[src/rtl/alu_step_sequencer.sv]
// Control-step sequencer for op Rd,Ra,Rb: fetch T0-T2, execute T3-T5.
// Define ALU_SEQ_MULDIV_EN to add mul/div (T5 lo, T6 hi) and lo_in/hi_in/zhigh_out.
module alu_step_sequencer #(
    parameter int DATA_W   = 32,
    parameter int NUM_REGS = 16,
    parameter int OPC_W    = 5
) (
    input  logic                clock,
    input  logic                clear,
    input  logic                start,
    input  logic                run,
    input  logic                mem_rdy,
    input  logic [DATA_W-1:0]   ir,
    output logic                pc_out,
    output logic                inc_pc,
    output logic                z_in,
    output logic                mar_in,
    output logic                pc_in,
    output logic                zlow_out,
    output logic                read,
    output logic                mdr_in,
    output logic                mdr_out,
    output logic                ir_in,
    output logic                y_in,
    output logic [NUM_REGS-1:0] reg_out,
    output logic [NUM_REGS-1:0] reg_in,
    output logic [OPC_W-1:0]    alu_op,
    output logic                busy,
    output logic                done,
    output logic                illegal
`ifdef ALU_SEQ_MULDIV_EN
    ,
    output logic                lo_in,
    output logic                hi_in,
    output logic                zhigh_out
`endif
);
    localparam int REG_W = $clog2(NUM_REGS);
    localparam int RD_HI = DATA_W - OPC_W - 1;
    localparam int RA_HI = RD_HI - REG_W;
    localparam int RB_HI = RA_HI - REG_W;

    typedef enum logic [2:0] {
        IDLE, T0, T1, T2, T3, T4, T5, T6
    } state_t;

    typedef struct packed {
        logic pc_out;
        logic inc_pc;
        logic z_in;
        logic mar_in;
        logic pc_in;
        logic zlow_out;
        logic read;
        logic mdr_in;
        logic mdr_out;
        logic ir_in;
`ifdef ALU_SEQ_MULDIV_EN
        logic lo_in;
        logic hi_in;
        logic zhigh_out;
`endif
        logic busy;
        logic done;
        logic illegal;
    } strb_t;

    state_t              state_q, state_d;
    strb_t               strb_q, strb_d;
    logic [NUM_REGS-1:0] ro_q, ro_d;
    logic [NUM_REGS-1:0] ri_q, ri_d;
    logic [OPC_W-1:0]    alu_q, alu_d;

    logic [OPC_W-1:0] opc;
    logic [REG_W-1:0] rd, ra, rb;
    logic             is_alu, is_md, regs_ok, legal, last;
    logic             unused_ir;

    function automatic logic [NUM_REGS-1:0] onehot(input logic [REG_W-1:0] idx);
        return {{(NUM_REGS-1){1'b0}}, 1'b1} << idx;
    endfunction

    assign opc = ir[DATA_W-1 -: OPC_W];
    assign rd  = ir[RD_HI -: REG_W];
    assign ra  = ir[RA_HI -: REG_W];
    assign rb  = ir[RB_HI -: REG_W];
    assign unused_ir = ^ir;

    assign is_alu = (opc >= OPC_W'(3)) && (opc <= OPC_W'(11));
`ifdef ALU_SEQ_MULDIV_EN
    assign is_md = (opc == OPC_W'(15)) || (opc == OPC_W'(16));
`else
    assign is_md = 1'b0;
`endif
    assign regs_ok = (int'(rd) < NUM_REGS) && (int'(ra) < NUM_REGS)
                  && (int'(rb) < NUM_REGS);
    assign legal = (is_alu || is_md) && regs_ok;
    assign last  = ((state_q == T5) && !is_md) || (state_q == T6);

    always_comb begin
        state_d = state_q;
        unique case (state_q)
            IDLE:    if (start) state_d = T0;
            T0:      state_d = T1;
            T1:      if (mem_rdy) state_d = T2;
            T2:      state_d = T3;
            T3:      state_d = legal ? T4 : IDLE;
            T4:      state_d = T5;
            T5:      state_d = is_md ? T6 : (run ? T0 : IDLE);
`ifdef ALU_SEQ_MULDIV_EN
            T6:      state_d = run ? T0 : IDLE;
`endif
            default: state_d = IDLE;
        endcase
    end

    // Outputs are decoded from the state being entered so they are registered.
    always_comb begin
        strb_d         = '0;
        ro_d           = '0;
        ri_d           = '0;
        alu_d          = '0;
        strb_d.busy    = (state_d != IDLE);
        strb_d.done    = last;
        strb_d.illegal = (state_q == T3) && !legal;
        unique case (state_d)
            T0: begin
                strb_d.pc_out = 1'b1;
                strb_d.mar_in = 1'b1;
                strb_d.inc_pc = 1'b1;
                strb_d.z_in   = 1'b1;
            end
            T1: begin
                strb_d.zlow_out = 1'b1;
                strb_d.pc_in    = 1'b1;
                strb_d.read     = 1'b1;
                strb_d.mdr_in   = 1'b1;
            end
            T2: begin
                strb_d.mdr_out = 1'b1;
                strb_d.ir_in   = 1'b1;
            end
            T4: begin
                ro_d        = onehot(rb);
                strb_d.z_in = 1'b1;
                alu_d       = opc;
            end
            T5: begin
                strb_d.zlow_out = 1'b1;
`ifdef ALU_SEQ_MULDIV_EN
                if (is_md) strb_d.lo_in = 1'b1;
                else       ri_d = onehot(rd);
`else
                ri_d = onehot(rd);
`endif
            end
`ifdef ALU_SEQ_MULDIV_EN
            T6: begin
                strb_d.zhigh_out = 1'b1;
                strb_d.hi_in     = 1'b1;
            end
`endif
            default: ;
        endcase
    end

    always_ff @(posedge clock or negedge clear) begin
        if (!clear) begin
            state_q <= IDLE;
            strb_q  <= '0;
            ro_q    <= '0;
            ri_q    <= '0;
            alu_q   <= '0;
        end else begin
            state_q <= state_d;
            strb_q  <= strb_d;
            ro_q    <= ro_d;
            ri_q    <= ri_d;
            alu_q   <= alu_d;
        end
    end

    // IR is only loaded at the end of T2, so the T3 Ra drive decodes it live.
    assign y_in    = (state_q == T3) && legal;
    assign reg_out = ro_q | (y_in ? onehot(ra) : '0);
    assign reg_in  = ri_q;
    assign alu_op  = alu_q;

    assign pc_out   = strb_q.pc_out;
    assign inc_pc   = strb_q.inc_pc;
    assign z_in     = strb_q.z_in;
    assign mar_in   = strb_q.mar_in;
    assign pc_in    = strb_q.pc_in;
    assign zlow_out = strb_q.zlow_out;
    assign read     = strb_q.read;
    assign mdr_in   = strb_q.mdr_in;
    assign mdr_out  = strb_q.mdr_out;
    assign ir_in    = strb_q.ir_in;
    assign busy     = strb_q.busy;
    assign done     = strb_q.done;
    assign illegal  = strb_q.illegal;
`ifdef ALU_SEQ_MULDIV_EN
    assign lo_in     = strb_q.lo_in;
    assign hi_in     = strb_q.hi_in;
    assign zhigh_out = strb_q.zhigh_out;
`endif

endmodule

[config.mk]
export PLATFORM = sky130hd
export DESIGN_NAME = alu_step_sequencer
export DESIGN_NICKNAME = d
export VERILOG_FILES = /design/src/rtl/alu_step_sequencer.sv
export SDC_FILE = /design/constraint.sdc
export NUM_CORES = 1
export LEC_CHECK = 0
export ABC_AREA = 1
export BUFFER_PORTS_ARGS = -buffer_cell sky130_fd_sc_hd__buf_2
export CAP_MARGIN = 20
export CORE_MARGIN = 1.5
export CORE_UTILIZATION = 44
export CTS_BUF_LIST = sky130_fd_sc_hd__clkbuf_8
export DETAILED_ROUTE_END_ITERATION = 12
export PLACE_DENSITY = 0.82
export SETUP_SLACK_MARGIN = 0.02
export SLEW_MARGIN = 5
export SYNTH_ARGS = -nofsm -noshare
export SYNTH_HDL_FRONTEND = slang
export SYNTH_SLANG_ARGS = --single-unit
export TNS_END_PERCENT = 50
[constraint.sdc]
create_clock -name clock -period 1.3 [get_ports clock]
set_clock_uncertainty 0.2 [all_clocks]
set_input_delay 0 -clock clock [delete_from_list [all_inputs] [get_ports clock]]
set_output_delay 0 -clock clock [all_outputs]
set_load 0.01 [all_outputs]
# After elaboration in Yosys (flattened, before gate mapping)
# Cells that the tools add are included.
# word_totals
input_bits	37
reg_bits	53
word_cells	60
# classes
bitwise_logic	1
mux	16
shift	3
n_lt_le_gt_ge	2
reduce_logical	9
eq_ne	12
# ops
op	n
$mux 16	3
$shl 1x4->16 const A	3
$pmux 3 s7	1
$eq 3x3->1 const B	6
$or 16x16->16	1
$eq 3x2->1 const B	4
$mux 3	3
$eq 3x1->1 const B	2
$mux 2	3
$ge 5x2->1 const B	1
$le 5x4->1 const B	1
$mux 1	5
$mux 5	1
$reduce_or 2->1	2
$logic_and 1x1->1	3
$logic_not 3->1	1
$reduce_bool 3->1	1
$logic_not 1->1	1
$logic_or 1x1->1	1

# Longest topological paths before layout
# Gate-level depths: netlist of the first run.
# depth
word_depth	7
depth_mapped	8
mapped_depth_nobuf	7

# Worst setup path before layout of the first run
# OpenSTA, ideal clock, no wires.
# synth_timing
path_type	reg2out
start	register state_q[1]
end	output port reg_out[0]
path_slack_ns	-0.075
path_buffers	2
stages_incl_launch_ff	8
t_arrival_ns	1.175
t_required_ns	1.100
path_cell_list	dfrtp_1 > inv_2 > nand2_2 > nor2_2 > nand3_2 > buf_6 > buf_6 > o21bai_2
# synth_via
elab_chain_cells	4
# synth_lines
item	line	rtl
start: declaration	68	state_t state_q, state_d;
start signal: assignment	175	state_q <= state_d;
$eq 3x3->1	184	assign y_in = (state_q == T3) && legal;
$logic_and 1x1->1	184	
$mux 16	185	assign reg_out = ro_q | (y_in ? onehot(ra) : '0);
$or 16x16->16	185	
end: declaration	25	output logic [NUM_REGS-1:0] reg_out,
# No other way between the ends.

# Worst setup path in the final report of the first run
# layout_timing
start	register state_q[0]
end	output port reg_out[13]
# The elaborated chain is that of the path after synthesis.

==> reports/qor.txt, run 1 <==
run status: complete, but fails checks
violated checks: design-rule violations, negative hold slack, negative setup slack
placed cells: 323
CTS tree: done
Initial Utilization: 46.8%
setup ws final: -0.434 ns
slowest stage delay, CP: 0.40 ns
CP arrival: 1.53 ns
Post-Synth XOR/XNOR Area: 0%
die area: 5150 µm²
worst path cell trace: inv_2, nand2_2, nor2_4, nand3_4, buf_16, o21bai_2, buf_2
first-pass iteration count of the detailed router: 10
number of synthesized flops with an enable pin: 0
upper clock frequency limit: 577 MHz
final worst-path cycle share: 133%
top post-synthesis cells by count: 48 x dfrtp_1, 32 x nor3_1, 22 x nand3_1
per-cell routed wire length: 15.0 µm
share of the synthesized area in the top cell type: 57.8%
remaining routing DRC violations: 3
ANT cells: 0
cell family with most CP delay: buffers and inverters
critical path buffer and inverter count: 3
Hold Path Class: input port to register
most common cell in the synthesized netlist: dfrtp_1
CP max stage cell: dfrtp_1
Reg clk slew, reported paths: 0.09 ns
Critical Path End Type: output pin
peak fanout along the critical path: 9
Yosys Warn Count: 0
mux cell area share after synthesis: 0%
Post-Syn Instances: 202
gpl congestion: 0.858
Primary FF master, synth: dfrtp_1
beginning of the critical path: state_q[0]
Setup crit start kind: register
RSZ-0062 raised after global routing: yes
Syn Nets: 239
pwr/cell area: 1280 nW/µm²
Iteration-0 DRC Markers: 75
P&R area growth vs syn: 53.8%
vias in the first global route: 1775
core box area: 4440 µm²
Hold Crit Start: ir[30]
Cell Rows: 24
adder-cell area share of the yosys netlist: 0%
vias per inst: 5.22
Hold Fails Final Rpt: 11
Nets: 338
Cell variety after synth: 23
sequential area share after synthesis: 57.8%
I/O pin total: 88
I/O Buffers: 72
largest family of logic cells by synthesized area: simple AND/OR/NAND/NOR gates
Post-Place Setup Slack: -0.111 ns
H-Tree Depth: 2
die width: 71.7 µm
Power, Total: 4.11 mW
initial antenna violation count: 0
Synth Area in Simple Gates: 23.4%
Min Clock Period, post-route: 1.73 ns
max-capacitance violation count: 0
Num CTS Buffers: 5
Antenna Nets Post-Route: 0
DIE HEIGHT: 71.7 µm
hpwl dp: 3240 µm
Final Slew Violations: 0
fin cells: 354
Worst R2R Start: state_q[0]
clock net sink count: 48
global route overflow: 0
peak supply drop: 0.853 mV
Clk Latency, worst-skew pair: 0.30 ns
Worst Path Required: 1.10 ns
number of synthesized register bits: 48
Total Wirelength: 5310 µm
largest net degree at the start of global routing: 28
first-pass GRT wire length: 8210 µm
WS Path Type: register to output pin
ys async rst share: 100%
Lkg Pwr: 1.61 nW
buffer depth of the longest clock path: 2
top cells by area, synth: dfrtp_1 58%, o21bai_2 8.1%, nor3_1 7.7%
Mean Syn Cell Area: 10.3 µm²
Post-CTS Hold Buffers: 17
Synth Area in Compound Gates: 9.09%
Netlist Area Pre-Place: 2080 µm²
GRT Total Usage: 20.8%
CTS root buffer: clkbuf_8
final setup violating endpoints: 46
vias post-DR: 1847
worst hold margin: -0.0872 ns
Yosys top cell by area: dfrtp_1
layout cells sized above 1: 49.3%
[worst min-delay path: stages]
cell	delay [ns]
buf_2	0.10
nor2_1	0.04
nand2_1	0.13
a21boi_0	0.10
[path summary, 6_finish.rpt]
path | endpoint | slack, ns | cells after the start
max | reg_out[13] | -0.43 | 7
min | illegal | -0.09 | 4
max reg2reg | ro_q[4] | -0.41 | 8
min reg2reg | ir_in | 0.40 | 2
max in group asynchronous | mdr_in | 0.50 | 3
min in group asynchronous | reg_in[3] | -0.07 | 2
[report_power, final]
| group | internal (mW) | total (mW) | switching [mW] |
|---|---|---|---|
| sequential | 1.64 | 1.71 | 0.0669 |
| clock | 0.579 | 1.07 | 0.493 |
| combinational | 0.565 | 1.33 | 0.763 |
[metrics by stage]
stage	TNS, ns	utilization [%]	cell area, µm²
after global placement	-1.87	58.7	2610
after floorplan	-1.37	-	2160
after global routing	-19.18	72.0	3200
after detailed placement	-2.88	58.7	2610
final	-15.19	72.0	3200
after CTS	-14.27	69.9	3110
[routing by layer]
layer,up-vias,wire length [µm],global-route usage [%]
met2,59,3010,38.3
met1,893,1940,22.6
met3,13,230,4.50
met4,0,129,9.64
li1,882,-,-
met5,-,0,0
[timing repair]
action | 4_1_cts | 5_1_grt
endpoints found under the setup margin | 51 | 60
cloned | 2 | 0
pin swaps | 0 | 0
hold endpoints to repair | 92 | 11
setup buffers | 4 | 0
resized for setup | 24 | 21
[registers in the layout (all words and copies together) (netlist names), 3 cells and up]
register	cells
reg_in	16
state_q	3
alu_op	5
ro_q	16
[cell families (layout without fill, tap and decap cells)]
logic type	count (synthesis)	count (layout)
AOI/OAI and AO/OA	18	18
buffers and inverters	41	141
DFF	48	48
other	1	1
and+or+nand+nor	94	94
[layout make-up]
class,count,area (µm²)
repair buffers,108,827
flip-flops and latches,48,1200
well taps,52,65.1
inverters,25,97.6
clock buffers,5,68.8
multi-input cells,113,892
clock inverters,3,46.3
fillers,320,1250
[placed cells by master, fill, tap and decap left out, drive strengths merged]
cell,Yosys,routed
a21boi,1,1
a21oi,1,1
buf,10,91
bufinv,0,1
clkbuf,6,5
clkinv,2,1
clkinvlp,0,2
conb,1,1
dfrtp,48,48
dlygate4sd3,0,17
inv,23,24
nand2,10,10
nand3,25,25
nand4,16,16
nor2,10,10
nor3,32,32
nor4,1,1
o21bai,16,16
Note: power is estimated with default switching activity, not from simulation.
==> inputs of run 2 (changes only) <==
--- a/config.mk
+++ b/config.mk
@@ -9,10 +9,10 @@
 export BUFFER_PORTS_ARGS = -buffer_cell sky130_fd_sc_hd__buf_2
 export CAP_MARGIN = 20
 export CORE_MARGIN = 1.5
-export CORE_UTILIZATION = 44
+export CORE_UTILIZATION = 40
 export CTS_BUF_LIST = sky130_fd_sc_hd__clkbuf_8
 export DETAILED_ROUTE_END_ITERATION = 12
-export PLACE_DENSITY = 0.82
+export PLACE_DENSITY = 0.76
 export SETUP_SLACK_MARGIN = 0.02
 export SLEW_MARGIN = 5
 export SYNTH_ARGS = -nofsm -noshare
==> reports/qor.txt, run 2 (synthesis gave the netlist of run 1 again) <==
run status: complete, but fails checks (unchanged)
violated checks: negative hold slack, negative setup slack (was design-rule violations, negative hold slack, negative setup slack)
CTS tree: done (unchanged)
Num CTS Buffers: 5 (unchanged)
Reg clk slew, reported paths: 0.09 ns (about the same)
per-cell routed wire length: 14.6 µm (was 15.0 µm)
Antenna Nets Post-Route: 0 (unchanged)
Nets: 342 (was 338)
final worst-path cycle share: 136% (was 133%)
RSZ-0062 raised after global routing: yes (unchanged)
first-pass GRT wire length: 7910 µm (was 8210 µm)
CTS root buffer: clkbuf_8 (unchanged)
fin cells: 376 (was 354)
clock net sink count: 48 (unchanged)
die area: 5640 µm² (was 5150 µm²)
Setup crit start kind: register (unchanged)
gpl congestion: 0.845 (was 0.858)
largest net degree at the start of global routing: 34 (was 28)
GRT Total Usage: 19.1% (was 20.8%)
Post-CTS Hold Buffers: 19 (was 17)
die width: 75.1 µm (was 71.7 µm)
Total Wirelength: 5490 µm (was 5310 µm)
Lkg Pwr: 1.71 nW (was 1.61 nW)
global route overflow: 0 (unchanged)
Hold Path Stages: 4 (unchanged)
setup ws final: -0.472 ns (was -0.434 ns)
worst hold margin: -0.0658 ns (was -0.0872 ns)
final setup violating endpoints: 51 (was 46)
Clk Latency, worst-skew pair: 0.29 ns (was 0.30 ns)
first-pass iteration count of the detailed router: 4 (was 10)
Final Slew Violations: 0 (unchanged)
I/O Buffers: 72 (unchanged)
WS Path Type: register to register (was register to output pin)
peak supply drop: 0.888 mV (was 0.853 mV)
buffer depth of the longest clock path: 2 (unchanged)
most common cell after layout, fill and taps aside: buf_2 (unchanged)
core box area: 5070 µm² (was 4440 µm²)
max-capacitance violation count: 0 (unchanged)
peak fanout along the critical path: 5 (was 9)
Critical Path End Type: register (was output pin)
Post-Route Setup TNS: -18.01 ns (was -15.19 ns)
placed cells: 338 (was 323)
ANT cells: 0 (unchanged)
hpwl dp: 3230 µm (was 3240 µm)
Initial Utilization: 41.0% (was 46.8%)
I/O pin total: 88 (unchanged)
pwr/cell area: 1250 nW/µm² (was 1280 nW/µm²)
initial antenna violation count: 0 (unchanged)
Iteration-0 DRC Markers: 104 (was 75)
Hold Path Class: input port to register (unchanged)
vias in the first global route: 1766 (was 1775)
P&R area growth vs syn: 64.8% (was 53.8%)
Post-Place Setup Slack: -0.150 ns (was -0.111 ns)
H-Tree Depth: 2 (unchanged)
vias per inst: 4.91 (was 5.22)
remaining routing DRC violations: 0 (was 3)
worst slew pin tran: 0.505 ns
CP arrival: 1.78 ns (was 1.53 ns)
Worst Path Required: 1.31 ns (was 1.10 ns)
R2R cell count: 9 (was 8)
DIE HEIGHT: 75.1 µm (was 71.7 µm)
layout cells sized above 1: 52.0% (was 49.3%)
vias post-DR: 1847 (unchanged)
Hold Fails Final Rpt: 1 (was 11)
Core Util, Final: 67.5% (was 72.0%)
upper clock frequency limit: 564 MHz (was 577 MHz)
Min Clock Period, post-route: 1.77 ns (was 1.73 ns)
Rel. slew slack: 66.3%
commonest cells after routing, fill and taps aside: 60 x buf_2, 48 x dfrtp_1, 28 x nor3_2, 21 x nand3_1, 20 x inv_1 (was 61 x buf_2, 48 x dfrtp_1, 21 x nand3_1, 21 x nor3_2, 19 x inv_1)
Cell Rows: 26 (was 24)
run 2: per-stage QoR:
step	total power, mW	instance area (µm²)
floorplan	2.43	2160
global placement	2.81	2610
detailed placement	2.82	2610
CTS	4.15	3240
global route	4.54	3430
finish	4.27	3430
run 2: cell type report:
cell class	instances	area, µm²
Multi-Input combinational cell	113	997
Timing Repair Buffer	112	926
Fill cell	409	1650
Tap cell	70	87.6
Sequential cell	48	1200
Clock buffer	6	82.6
Inverter	25	93.8
Clock inverter	2	38.8
run 2: per-layer routing:
| layer | track usage, % | up-vias | wire [µm] |
|---|---|---|---|
| li1 | - | 889 | - |
| met1 | 20.4 | 894 | 1990 |
| met2 | 36.5 | 58 | 3190 |
| met3 | 3.48 | 6 | 223 |
| met4 | 7.88 | 0 | 80 |
| met5 | 0 | - | 0 |
run 2: worst max-delay path, cell delays in order (launching register included):
cell	delay [ns]
dfrtp_1	0.41
inv_2	0.09
nand2_4	0.06
nor2_4	0.11
nand3_4	0.13
buf_4	0.18
buf_6	0.10
buf_6	0.13
buf_16	0.14
nor3_4	0.15
run 2: final timing paths:
path                       startpoint  endpoint  slack (ns)
min                            ir[30]   illegal       -0.07
min reg2reg                state_q[2]     ir_in        0.40
min in group asynchronous       clear   illegal        0.01
max reg2reg                state_q[0]  ro_q[11]       -0.47
max in group asynchronous       clear  ro_q[13]        0.39
max                        state_q[0]  ro_q[11]       -0.47
run 2: power by group:
part	internal, mW	switching, mW	total, mW
clock	0.629	0.480	1.11
sequential	1.64	0.0674	1.71
combinational	0.632	0.820	1.45
run 2: timing repair:
action,4_1_cts,5_1_grt
gates resized for setup,50,14
buffers inserted,5,2
setup endpoints to repair,57,61
hold endpoints to repair,92,1
cloned,1,4
pin swaps,11,1
==> inputs of run 3 (changes only) <==
--- a/config.mk
+++ b/config.mk
@@ -5,14 +5,14 @@
 export SDC_FILE = /design/constraint.sdc
 export NUM_CORES = 1
 export LEC_CHECK = 0
-export ABC_AREA = 1
+export ABC_AREA = 0
 export BUFFER_PORTS_ARGS = -buffer_cell sky130_fd_sc_hd__buf_2
 export CAP_MARGIN = 20
 export CORE_MARGIN = 1.5
 export CORE_UTILIZATION = 40
 export CTS_BUF_LIST = sky130_fd_sc_hd__clkbuf_8
 export DETAILED_ROUTE_END_ITERATION = 12
-export PLACE_DENSITY = 0.76
+export PLACE_DENSITY = 0.78
 export SETUP_SLACK_MARGIN = 0.02
 export SLEW_MARGIN = 5
 export SYNTH_ARGS = -nofsm -noshare
==> reports/qor.txt, run 3 <==
WS Path Type: register to output pin (was register to register)
CTS root buffer: clkbuf_8 (unchanged)
Power, Total: 4.18 mW (was 4.27 mW)
GRT Total Usage: 18.4% (was 19.1%)
clock net sink count: 48 (unchanged)
Initial Utilization: 41.4% (was 41.0%)
die width: 72.7 µm (was 75.1 µm)
CTS tree: done (unchanged)
Lkg Pwr: 1.62 nW (was 1.71 nW)
final worst-path cycle share: 156% (was 136%)
pwr/cell area: 1340 nW/µm² (was 1250 nW/µm²)
Syn Nets: 201 (was 239)
Final Slew Violations: 0 (unchanged)
Yosys Warn Count: 0 (unchanged)
number of synthesized flops with an enable pin: 0 (unchanged)
most common cell after layout, fill and taps aside: buf_2 (unchanged)
top cells by area, synth: dfrtp_1 62%, a31o_2 4.1%, nor2_1 3.7% (was dfrtp_1 58%, o21bai_2 8.1%, nor3_1 7.7%)
Critical Path End Type: output pin (was register)
Min Clock Period, post-route: 2.03 ns (was 1.77 ns)
buffer depth of the longest clock path: 2 (unchanged)
CP max stage cell: or3b_4 (was dfrtp_1)
Antenna Nets Post-Route: 0 (unchanged)
Setup crit start kind: register (unchanged)
H-Tree Depth: 2 (unchanged)
RSZ-0062 raised after global routing: yes (unchanged)
DIE HEIGHT: 72.7 µm (was 75.1 µm)
Cell variety after synth: 32 (was 23)
Primary FF master, synth: dfrtp_1 (unchanged)
worst path cell trace: or3b_4, nand3b_4, inv_4, buf_12, a41o_1, buf_6 (was inv_2, nand2_4, nor2_4, nand3_4, buf_4, buf_6, buf_6, buf_16, nor3_4)
share of the synthesized area in the top cell type: 61.9% (was 57.8%)
largest net degree at the start of global routing: 49 (was 34)
I/O pin total: 88 (unchanged)
Core Util, Final: 66.6% (was 67.5%)
global route overflow: 0 (unchanged)
Mean Syn Cell Area: 11.8 µm² (was 10.3 µm²)
Num CTS Buffers: 5 (unchanged)
I/O Buffers: 72 (unchanged)
Cell Rows: 25 (was 26)
P&R area growth vs syn: 61.0% (was 64.8%)
worst hold margin: 0.00664 ns (was -0.0658 ns)
Hold Fails Final Rpt: 0 (was 1)
fillcell total: 308 (was 409)
ys async rst share: 100% (unchanged)
core box area: 4690 µm² (was 5070 µm²)
final setup violating endpoints: 61 (was 51)
upper clock frequency limit: 493 MHz (was 564 MHz)
Yosys top cell by area: dfrtp_1 (unchanged)
setup ws final: -0.729 ns (was -0.472 ns)
gpl congestion: 0.794 (was 0.845)
violated checks: negative setup slack (was negative hold slack, negative setup slack)
Total Wirelength: 5090 µm (was 5490 µm)
Nets: 304 (was 342)
initial antenna violation count: 0 (unchanged)
hpwl dp: 2940 µm (was 3230 µm)
Netlist Area Pre-Place: 1940 µm² (was 2080 µm²)
first-pass GRT wire length: 7510 µm (was 7910 µm)
CP arrival: 1.83 ns (was 1.78 ns)
top post-synthesis cells by count: 48 x dfrtp_1, 19 x nor2_1, 13 x nor3_1 (was 48 x dfrtp_1, 32 x nor3_1, 22 x nand3_1)
vias per inst: 5.35 (was 4.91)
run status: complete, but fails checks (unchanged)
peak supply drop: 0.845 mV (was 0.888 mV)
vias in the first global route: 1577 (was 1766)
Clk Latency, worst-skew pair: 0.29 ns (about the same)
max-capacitance violation count: 0 (unchanged)
peak fanout along the critical path: 10 (was 5)
number of synthesized register bits: 48 (unchanged)
sequential area share after synthesis: 61.9% (was 57.8%)
most common cell in the synthesized netlist: dfrtp_1 (unchanged)
per-cell routed wire length: 15.8 µm (was 14.6 µm)
remaining routing DRC violations: 0 (unchanged)
first-pass iteration count of the detailed router: 4 (unchanged)
Worst Path Required: 1.10 ns (was 1.31 ns)
ANT cells: 0 (unchanged)
Post-Syn Instances: 164 (was 202)
slowest stage delay, CP: 0.41 ns (about the same)
Reg clk slew, reported paths: 0.09 ns (about the same)
layout cells sized above 1: 52.2% (was 52.0%)
die area: 5280 µm² (was 5640 µm²)
vias post-DR: 1723 (was 1847)
Hold Path Class: input port to asynchronous set/reset pin (was input port to register)
commonest cells after routing, fill and taps aside: 60 x buf_2, 48 x dfrtp_1, 18 x nor2_1, 17 x buf_6, 16 x dlygate4sd3_1 (was 60 x buf_2, 48 x dfrtp_1, 28 x nor3_2, 21 x nand3_1, 20 x inv_1)
Iteration-0 DRC Markers: 81 (was 104)
[run 3: cell types whose count changed in the layout (fill, tap and decap cells not counted), sizes merged, moves of 5 or more]
cell,change
nand3,-25
inv,-21
nand4,-14
a31o,+9
nand2b,+7
a41o,+6
nand2,-5
and2,+7
nor3,-19
nor2b,+5
nor2,+9
nor4,+5
o21bai,-15
[run 3: metal layers]
metal	global-route usage [%]	part of all wire [%]	up-vias	wire length, µm
met3	3.31	4.6	4	236
met1	24.6	42	872	2120
li1	-	-	788	-
met2	30.8	53	59	2690
met5	0	0	-	0
met4	5.45	1.0	0	51
[run 3: worst paths after layout]
| kind | startpoint | end | slack, ns | cells past startpoint |
|---|---|---|---|---|
| worst max-delay path | state_q[1] | reg_out[11] | -0.73 | 6 |
| worst max register to register | state_q[1] | ro_q[6] | -0.62 | 7 |
| worst min register to register | state_q[0] | illegal | 0.39 | 2 |
| max in group asynchronous | clear | alu_op[0] | 0.67 | 3 |
| worst min-delay path | clear | reg_in[2] | 0.007 | 3 |
| min in group clock | ir[30] | illegal | 0.04 | 4 |
[run 3: through the flow]
stage / area [µm²] / TNS, ns / cells / setup WS, ns
2_1_floorplan: 2020 / -13.37 / 164 / -0.369
6_report: 3130 / -26.78 / 322 / -0.729
3_3_place_gp: 2460 / -14.28 / 289 / -0.342
5_1_grt: 3130 / -29.28 / 322 / -0.755
3_5_place_dp: 2460 / -16.37 / 289 / -0.372
4_1_cts: 2960 / -20.22 / 318 / -0.671
[run 3: cell families after synthesis]
logic type	after synthesis	synth area share (%)
flip-flops	48	61.9
multiplexers	1	0.580
other	1	0.193
AND/OR/NAND/NOR	74	21.6
buffers and inverters	14	5.03
AO/OA/AOI/OAI	26	10.8
[run 3: repair_timing]
item                                   CTS  global route
hold buffers                            16             0
setup endpoints to repair               61            60
endpoints found under the hold margin   90             0
setup buffers                            5             3
resized for setup                       33            21
cloned                                   0             1
pin swaps                               15             5
[run 3: area by class of cell]
class | instances | area (µm²) | share of cell area (%)
Tap cell | 54 | 67.6 | 2.16
Clock buffer | 5 | 68.8 | 2.20
Timing Repair Buffer | 108 | 835 | 26.7
Inverter | 2 | 10.0 | 0.320
Sequential cell | 48 | 1200 | 38.4
Clock inverter | 3 | 47.5 | 1.52
Multi-Input combinational cell | 102 | 897 | 28.7
[run 3: power breakdown]
| part | leakage (nW) | internal (mW) | switching, mW |
|---|---|---|---|
| clock | 0.0583 | 0.579 | 0.484 |
| combinational | 0.901 | 0.657 | 0.741 |
| sequential | 0.656 | 1.64 | 0.0755 |
[run 3: worst max-delay path, delay by kind of cell, from the launching register on]
kind                   cells  cell delay, ns
buffers and inverters      3            0.34
flip-flops                 1            0.40
AND/OR/NAND/NOR            2            0.59
AO/OA/AOI/OAI              1            0.20
